<file path="src/rtl/chf_pkg.sv">
// Shared types and constants for the cartridge ROM download path.
package chf_pkg;

   typedef enum logic [1:0] {
      IDLE,
      LOAD,
      WRITE,
      FINISH
   } loader_state_t;

   localparam int unsigned CHF_ROM_INDEX  = 1;
   localparam int unsigned CHF_ROM_ADDR_W = 16;

endpackage

</file>
<file path="src/rtl/chf_size_to_mask.sv">
// Mirror mask for the cartridge decoder: all ones at and below the MSB of (size-1).
module chf_size_to_mask
   import chf_pkg::*;
#(
   parameter int unsigned ADDR_W = CHF_ROM_ADDR_W
) (
   input  logic [ADDR_W:0]   size,
   output logic [ADDR_W-1:0] mask
);

   logic [ADDR_W-1:0] diff;
   logic [ADDR_W-1:0] smear;
   logic              seen;

   // Low bits of size minus one: size=2^ADDR_W wraps to all ones, which is the wanted mask.
   always_comb begin
      diff  = size[ADDR_W-1:0] - ADDR_W'(1);
      smear = '0;
      seen  = 1'b0;
      for (int unsigned j = 0; j < ADDR_W; j++) begin
         seen                 = seen | diff[ADDR_W-1-j];
         smear[ADDR_W-1-j]    = seen;
      end
      mask = (size == '0) ? '0 : smear;
   end

endmodule

</file>
<file path="src/rtl/chf_rom_loader.sv">
// Receives the ioctl cartridge download and writes it into ROM storage via req/ack.
module chf_rom_loader
   import chf_pkg::*;
#(
   parameter int unsigned ADDR_W    = CHF_ROM_ADDR_W,
   parameter int unsigned ROM_INDEX = CHF_ROM_INDEX
) (
   input  logic              clk,
   input  logic              reset,
   input  logic              io_ioctl_download,
   input  logic [7:0]        io_ioctl_index,
   input  logic              io_ioctl_wr,
   input  logic [24:0]       io_ioctl_addr,
   input  logic [7:0]        io_ioctl_dout,
   output logic              io_ioctl_wait,
   output logic              mem_req,
   output logic [ADDR_W-1:0] mem_addr,
   output logic [7:0]        mem_wdata,
   input  logic              mem_ack,
   output logic              core_hold,
   output logic              rom_valid,
   output logic [ADDR_W:0]   rom_size,
   output logic [ADDR_W-1:0] rom_mask,
   output logic              overflow
);

   loader_state_t     state_q, state_d;
   logic              wait_q, wait_d;
   logic              req_q, req_d;
   logic [ADDR_W-1:0] addr_q, addr_d;
   logic [7:0]        wdata_q, wdata_d;
   logic              hold_q, hold_d;
   logic              valid_q, valid_d;
   logic [ADDR_W:0]   size_q, size_d;
   logic [ADDR_W-1:0] mask_q, mask_d;
   logic              ovf_q, ovf_d;

   logic              in_range;
   logic [ADDR_W:0]   wr_end;
   logic [ADDR_W-1:0] mask_w;

   chf_size_to_mask #(.ADDR_W(ADDR_W)) u_mask (
      .size (size_q),
      .mask (mask_w)
   );

   assign in_range = (io_ioctl_addr >> ADDR_W) == '0;
   assign wr_end   = {1'b0, addr_q} + (ADDR_W+1)'(1);

   always_comb begin
      state_d = state_q;
      wait_d  = wait_q;
      req_d   = req_q;
      addr_d  = addr_q;
      wdata_d = wdata_q;
      hold_d  = hold_q;
      valid_d = valid_q;
      size_d  = size_q;
      mask_d  = mask_q;
      ovf_d   = ovf_q;
      unique case (state_q)
         IDLE: begin
            if (io_ioctl_download && io_ioctl_index == 8'(ROM_INDEX)) begin
               state_d = LOAD;
               hold_d  = 1'b1;
               valid_d = 1'b0;
               size_d  = '0;
               ovf_d   = 1'b0;
            end
         end
         LOAD: begin
            // A strobe coinciding with the end of download is still taken.
            if (io_ioctl_wr && in_range) begin
               addr_d  = io_ioctl_addr[ADDR_W-1:0];
               wdata_d = io_ioctl_dout;
               req_d   = 1'b1;
               wait_d  = 1'b1;
               state_d = WRITE;
            end else begin
               if (io_ioctl_wr) ovf_d = 1'b1;
               if (!io_ioctl_download) state_d = FINISH;
            end
         end
         WRITE: begin
            if (mem_ack) begin
               req_d   = 1'b0;
               wait_d  = 1'b0;
               if (wr_end > size_q) size_d = wr_end;
               state_d = io_ioctl_download ? LOAD : FINISH;
            end
         end
         FINISH: begin
            mask_d  = mask_w;
            valid_d = (size_q != '0);
            hold_d  = 1'b0;
            state_d = IDLE;
         end
         default: state_d = IDLE;
      endcase
   end

   always_ff @(posedge clk) begin
      if (reset) begin
         state_q <= IDLE;
         wait_q  <= 1'b0;
         req_q   <= 1'b0;
         addr_q  <= '0;
         wdata_q <= '0;
         hold_q  <= 1'b0;
         valid_q <= 1'b0;
         size_q  <= '0;
         mask_q  <= '0;
         ovf_q   <= 1'b0;
      end else begin
         state_q <= state_d;
         wait_q  <= wait_d;
         req_q   <= req_d;
         addr_q  <= addr_d;
         wdata_q <= wdata_d;
         hold_q  <= hold_d;
         valid_q <= valid_d;
         size_q  <= size_d;
         mask_q  <= mask_d;
         ovf_q   <= ovf_d;
      end
   end

   assign io_ioctl_wait = wait_q;
   assign mem_req       = req_q;
   assign mem_addr      = addr_q;
   assign mem_wdata     = wdata_q;
   assign core_hold     = hold_q;
   assign rom_valid     = valid_q;
   assign rom_size      = size_q;
   assign rom_mask      = mask_q;
   assign overflow      = ovf_q;

endmodule

</file>
<file path="config.mk">
export PLATFORM = sky130hd
export DESIGN_NAME = chf_rom_loader
export DESIGN_NICKNAME = d
export VERILOG_FILES = /design/src/rtl/chf_pkg.sv /design/src/rtl/chf_size_to_mask.sv /design/src/rtl/chf_rom_loader.sv
export SDC_FILE = /design/constraint.sdc
export NUM_CORES = 1
export LEC_CHECK = 0
export CORE_MARGIN = 3
export CORE_UTILIZATION = 50
export DETAILED_ROUTE_END_ITERATION = 10
export GPL_ROUTABILITY_DRIVEN = 0
export GPL_TIMING_DRIVEN = 0
export PLACE_DENSITY = 0.84
export SLEW_MARGIN = 20
export SYNTH_ARGS = -nofsm -noshare
export SYNTH_HDL_FRONTEND = slang
export SYNTH_SLANG_ARGS = --single-unit
</file>
<file path="constraint.sdc">
create_clock -name clk -period 7.3 [get_ports clk]
set_input_delay 1.825 -clock clk [delete_from_list [all_inputs] [get_ports clk]]
set_output_delay 1.825 -clock clk [all_outputs]
set_load 0.005 [all_outputs]
</file>
==> results.yml, run 1 <==
power_and_ir_drop:
  powerDensity_mw_per_mm2: 141
  vdd_ir_drop_max_mv: 0.104
  p_int_uw: 559
  comb_power_share_pct: 4.7
  switching_power_uw: 158
  p_leak_uw: 0.00193
  pwr-share-clk_pct: 47.3
  seqPwrFrac_pct: 47.9
  power.share.switching_pct: 22.1
clocking:
  cts_tree: "done"
  cts_buffer_depth: 2
  hold_buffers: 0
  cts_resized: 0
  htree_levels: 3
  cts_sinks: 63
  clk_latency_ps: 340
  clockRootBuffer: "clkbuf_8"
  clk_pin_slew_worst_paths_ps: 70
  cts_buffers: 9
  cts_setup_buffers: 0
critical_path:
  path_max_fanout: 10
  r2r_slack_ps: 3620
  critPathSlowestCell: "dfxtp_1"
  path_delay_family: "compound AO/OA/AOI/OAI gates"
  r2r_cells: 13
  end_kind: "flop"
  path_cells: "ha_1 -> nand2_1 -> nor4_1 -> xnor2_1 -> ha_1 -> a21oi_1 -> o21ai_1 -> a2111oi_0 -> a211oi_1 -> o21ai_1 -> buf_4 -> buf_6 -> mux2i_1"
  timing.rr.end: "rom_size[13]"
  critPathMaxStageDelay_ps: 530
  critPathKind: "flop to flop"
  startpoint_type: "flop"
  crit_buf_inv: 2
  required_ps: 7570
  r2r_start: "mem_addr[0]"
  crit_arrival_ps: 3950
finish:
  nets: 647
  final_util_pct: 73.2
  diodes: 0
  fill_cells: 534
  final_layout_size_suffix_gt1_share_pct: 7.16
  instances_no_fill: 683
  area.growth.synth_to_final_pct: 38.5
  final_cell_mix: "107 x nand2_1, 107 x clkdlybuf4s50_1, 63 x dfxtp_1"
timing:
  finalSetupViolations: 0
  tns_ps: 0
  hold_viol_final: 0
  max_freq_ghz: 0.272
  worstMarginPinSlew_ps: 732
  min_period_ps: 3680
  hold-worst-slack_ps: 449
  rsz0062_at_grt: "false"
  max-slew-margin-rel_pct: 51.2
  timing.final.ws_setup_ps: 3620
  clock_skew_ps: 10.5
  slew_viol_final: 0
  fin_crit_sh_pct: 50.4
grt:
  gr-total-overflow: 0
  antenna_found_initial: 0
  grt_pass1_wl_microns: 16800
  grt_max_degree: 13
  grtUsageTotal_pct: 24.2
  first_global_vias: 3716
routing:
  drt_iter0_drc: 202
  drtAntennaViolNets: 0
  routed_wl_microns: 10200
  wire_per_inst_microns: 14.9
  drc_errors: 0
  firstDrtPassIters: 5
  viasPerCell: 5.58
  num_vias: 3809
die:
  core_sq_mm: 0.00694
  fp-row-count: 30
  start_util_pct: 52.9
  die_h_microns: 91.7
  die_w_microns: 91.7
  io_pins: 108
  die_area_sq_mm: 0.00841
place:
  dpl.cell_count: 667
  dp_hpwl_microns: 7990
  dp_slack_ps: 3430
  io_buffers: 107
yosys:
  synth-async-reset-ratio_pct: 0
  yosys.area.top_type: "dfxtp_1"
  synth_cell_types: 59
  syn_nets: 529
  netlist.area_leader.share_pct: 34.3
  yosysSeqAreaShare_pct: 34.3
  dominantRegCellSynth: "dfxtp_1"
  syn_inst: 464
  synth_area_per_cell_sq_um: 7.92
  ys.warnings.count: 0
  netlist_area_sq_mm: 0.00367
  synth-edff-count: 0
  synth-seq-cells: 63
  synth_area_leaders: "dfxtp_1 34%, nand2_1 11%, ha_1 6.5%"
status:
  outcome: "complete, no violations"
worst_hold_path:
  hold_start: "rom_mask[4]"
  hold_depth: 2
  hp-class: "flop to flop"
  hold_path_end: "rom_mask[4]"
flow_run:
  max_cap_viol_count: 0
-- synth_stat cells, drive strengths merged (2+ instances only) --
cell,n
a211oi,3
a21oi,45
a22oi,4
a31oi,6
and3,7
and4,3
buf,9
clkbuf,13
dfxtp,63
ha,19
inv,21
mux2i,17
nand2,107
nand2b,2
nand3,15
nand4,11
nand4b,2
nor2,24
nor2b,3
nor3,14
nor4,9
o21ai,20
or3,2
xnor2,17
xor2,4
-- kinds of logic after synthesis --
logic type | Yosys count | synth area share (%)
adder cells (fa/ha/maj) | 19 | 6.47
multiplexers | 17 | 4.63
XOR/XNOR | 21 | 5.01
flip-flops | 63 | 34.3
AO/OA/AOI/OAI | 94 | 16.6
AND/OR/NAND/NOR | 206 | 27.9
buffers and inverters | 44 | 5.11
-- sequential cells by signal (all words and copies together), names as in the netlist --
| signal | cells |
|---|---|
| rom_mask | 16 |
| core_hold | 1 |
| rom_size | 17 |
| state_q | 2 |
| rom_valid | 1 |
| overflow | 1 |
| mem_wdata | 8 |
| mem_addr | 16 |
| mem_req | 1 |
-- worst min-delay path: cells and delay by family, from the launching register on --
| kind | cells | cell delay, ps |
|---|---|---|
| flip-flops | 1 | 310 |
| AND/OR/NAND/NOR | 1 | 50 |
| AO/OA/AOI/OAI | 1 | 50 |
-- worst max-delay path by stage --
| stage | startpoint | to | slack [ps] | cells past startpoint |
|---|---|---|---|---|
| after floorplan | io_ioctl_index[1] | rom_size[10] | 4160 | 8 |
| after global placement | io_ioctl_addr[17] | mem_wdata[5] | 3510 | 7 |
| after detailed placement | io_ioctl_addr[21] | mem_addr[14] | 3430 | 7 |
| after CTS | mem_addr[0] | rom_size[15] | 3640 | 13 |
| after global routing | mem_addr[0] | rom_size[14] | 3280 | 13 |
| final | mem_addr[0] | rom_size[13] | 3620 | 13 |
-- cell type report --
cell class                 instances  area [sq um]  share of cell area [%]
multi-input combinational        357          2220                    43.7
tap                               96           120                    2.36
buffer                            22           105                    2.07
clock buffer                       9           124                    2.44
sequential                        63          1260                    24.8
timing repair buffer             107          1070                    21.1
clock inverter                     7          97.6                    1.92
inverter                          22          82.6                    1.62
-- per-stage QoR --
step           total power [uW]  area (sq um)
2_1_floorplan               358          3670
3_3_place_gp                385          4860
3_5_place_dp                385          4860
4_1_cts                     720          5090
5_1_grt                     735          5090
6_report                    717          5090
-- per-layer routing --
| metal | vias up | wire length [microns] | GRT usage (%) |
|---|---|---|---|
| li1 | 1875 | - | - |
| met1 | 1734 | 4120 | 29.2 |
| met2 | 168 | 4890 | 40.4 |
| met3 | 32 | 839 | 5.58 |
| met4 | 0 | 325 | 12.0 |
| met5 | - | 0 | 0 |
-- power groups by stage --
| stage | registers, uW | clock network, uW | logic [uW] |
|---|---|---|---|
| final | 343 | 339 | 34.0 |
| after global routing | 343 | 355 | 36.1 |
| after CTS | 343 | 342 | 33.8 |
| after detailed placement | 351 | 0 | 33.6 |
| after global placement | 351 | 0 | 33.2 |
| after floorplan | 351 | 0 | 6.21 |
Power figures use the tool's default switching activity.
==> inputs of run 2 (changes only) <==
--- a/config.mk
+++ b/config.mk
@@ -6,11 +6,11 @@
 export NUM_CORES = 1
 export LEC_CHECK = 0
 export CORE_MARGIN = 3
-export CORE_UTILIZATION = 50
+export CORE_UTILIZATION = 43
 export DETAILED_ROUTE_END_ITERATION = 10
 export GPL_ROUTABILITY_DRIVEN = 0
 export GPL_TIMING_DRIVEN = 0
-export PLACE_DENSITY = 0.84
+export PLACE_DENSITY = 0.77
 export SLEW_MARGIN = 20
 export SYNTH_ARGS = -nofsm -noshare
 export SYNTH_HDL_FRONTEND = slang
==> constraint.sdc (replaced) <==
create_clock -name clk -period 3 [get_ports clk]
set_input_delay 0.75 -clock clk [delete_from_list [all_inputs] [get_ports clk]]
set_output_delay 0.75 -clock clk [all_outputs]
set_load 0.005 [all_outputs]
==> run 2 against run 1 <==
Clock power rose by 88%. Count of clock-buffer cells in the layout rose by 4. Utilization fell by 11 points. Worst hold slack got worse by 1.5 ps. Cell count rose by 1.8%. Die area rose by 15%. Power rose by 120%. Combinational power rose by 140%. Critical endpoint unchanged.
==> results.yml, run 2 (synthesis gave the netlist of run 1 again) <==
grt:
  grtUsageTotal_pct: 20.7
  antenna_found_initial: 0
  grt_pass1_wl_microns: 16700
  first_global_vias: 3612
  gr-total-overflow: 0
  grt_max_degree: 11
die:
  core_sq_mm: 0.00826
  die_w_microns: 98.4
  start_util_pct: 44.5
  die_h_microns: 98.4
  io_pins: 108
  die_area_sq_mm: 0.00969
  fp-row-count: 33
timing:
  fin_crit_sh_pct: 92.0
  max-slew-margin-rel_pct: 48.8
  finalSetupViolations: 0
  timing.final.ws_setup_ps: 241
  slew_viol_final: 0
  min_period_ps: 2760
  hold_viol_final: 0
  worstMarginPinSlew_ps: 767
  max_freq_ghz: 0.362
  clock_skew_ps: 9.62
finish:
  fill_cells: 749
  area.growth.synth_to_final_pct: 40.6
  final_cell_mix: "107 x nand2_1, 107 x clkdlybuf4s50_1, 53 x dfxtp_1"
  register_area_sq_mm: 0.00129
  diodes: 0
  instances_no_fill: 695
  final_util_pct: 62.5
  multi_input_area_sq_mm: 0.00228
  nets: 652
  largest_reg_flops: 17
  final_layout_size_suffix_gt1_share_pct: 10.2
critical_path:
  r2r_slack_ps: 240
  startpoint_type: "flop"
  required_ps: 3260
  path_max_fanout: 10
  end_kind: "flop"
  crit_arrival_ps: 3020
  critPathKind: "flop to flop"
  r2r_cells: 13
clocking:
  cts_buffers: 9
  clk_pin_slew_worst_paths_ps: 70
  clk_latency_ps: 340
  cts_sinks: 63
  clockRootBuffer: "clkbuf_8"
  htree_levels: 3
  cts_tree: "done"
  cts_buffer_depth: 2
place:
  dp_slack_ps: -467
  dpl.cell_count: 676
  io_buffers: 107
  dp_hpwl_microns: 8000
routing:
  firstDrtPassIters: 4
  drtAntennaViolNets: 0
  wire_per_inst_microns: 14.5
  drc_errors: 0
  routed_wl_microns: 10100
  num_vias: 3684
  drt_iter0_drc: 155
  viasPerCell: 5.30
worst_hold_path:
  hp-class: "flop to flop"
  hold_depth: 2
power_and_ir_drop:
  pwr-share-clk_pct: 41.1
  p_int_uw: 1220
  total_power_uw: 1550
  seqPwrFrac_pct: 53.6
  comb_power_share_pct: 5.3
  p_leak_uw: 0.00197
  switching_power_uw: 330
  powerDensity_mw_per_mm2: 301
  vdd_ir_drop_max_mv: 0.282
  power.share.switching_pct: 21.2
flow_run:
  max_cap_viol_count: 0
status:
  outcome: "complete, no violations"
run 2: changes by cell type in the layout (fill, tap and decap cells not counted), sizes merged:
cell      delta
buf          +5
bufinv       -2
clkbuf       +4
clkinv       -2
clkinvlp     -2
run 2: final timing paths:
kind	startpoint	endpoint
setup / recovery	mem_addr[5]	rom_size[13]
hold / removal	rom_mask[9]	rom_mask[9]
setup reg to reg	mem_addr[5]	rom_size[13]
hold reg to reg	rom_mask[9]	rom_mask[9]
run 2: timing repair:
| item | in CTS | in global routing |
|---|---|---|
| pin swaps | 1 | 9 |
| cloned | 0 | 0 |
| resized for setup | 12 | 16 |
| hold buffers | 0 | 0 |
| setup buffers | 2 | 3 |
| setup endpoints to repair | 17 | 17 |
run 2: through the flow:
| step | area (sq um) | setup TNS (ps) | hold WS (ps) |
|---|---|---|---|
| final | 5160 | 0 | 447 |
| after global routing | 5160 | -93.8 | 470 |
| after CTS | 5090 | 0 | 451 |
| after detailed placement | 4880 | -6310 | 443 |
| after global placement | 4880 | -6040 | 438 |
| after floorplan | 3670 | 0 | 445 |
run 2: routing by layer:
metal	vias to the layer above	part of all wire, %	global-route usage [%]
li1	1878	-	-
met1	1688	45	24.9
met2	108	48	36.9
met3	10	6.1	6.30
met4	0	0.90	3.26
met5	-	0	0
run 2: power groups by stage:
stage	Sequential, uW	Combinational (uW)	Clock (uW)
finish	832	82.8	637
global route	831	87.9	696
CTS	835	82.8	656
detailed placement	855	82.4	0
global placement	855	80.8	0
floorplan	855	15.1	0
run 2: worst max-delay path: stages, from the launching register on:
cell and delay (ps):
dfxtp_2 380, and4_4 260, nand4_1 200, buf_4 210, xnor2_1 190, ha_1 290
nand2_1 80, nor2_1 50, a2111oi_2 280, a211oi_1 120, o21ai_1 130, buf_4 140
buf_8 150, mux2i_1 200
run 2: layout make-up:
cell class / instances / area share, %
multi-input cells: 357 / 44.1
well taps: 105 / 2.54
clock buffers: 13 / 3.08
flip-flops and latches: 63 / 24.9
repair buffers: 112 / 21.5
plain buffers: 22 / 2.11
inverters: 22 / 1.60
clock inverters: 1 / 0.0969
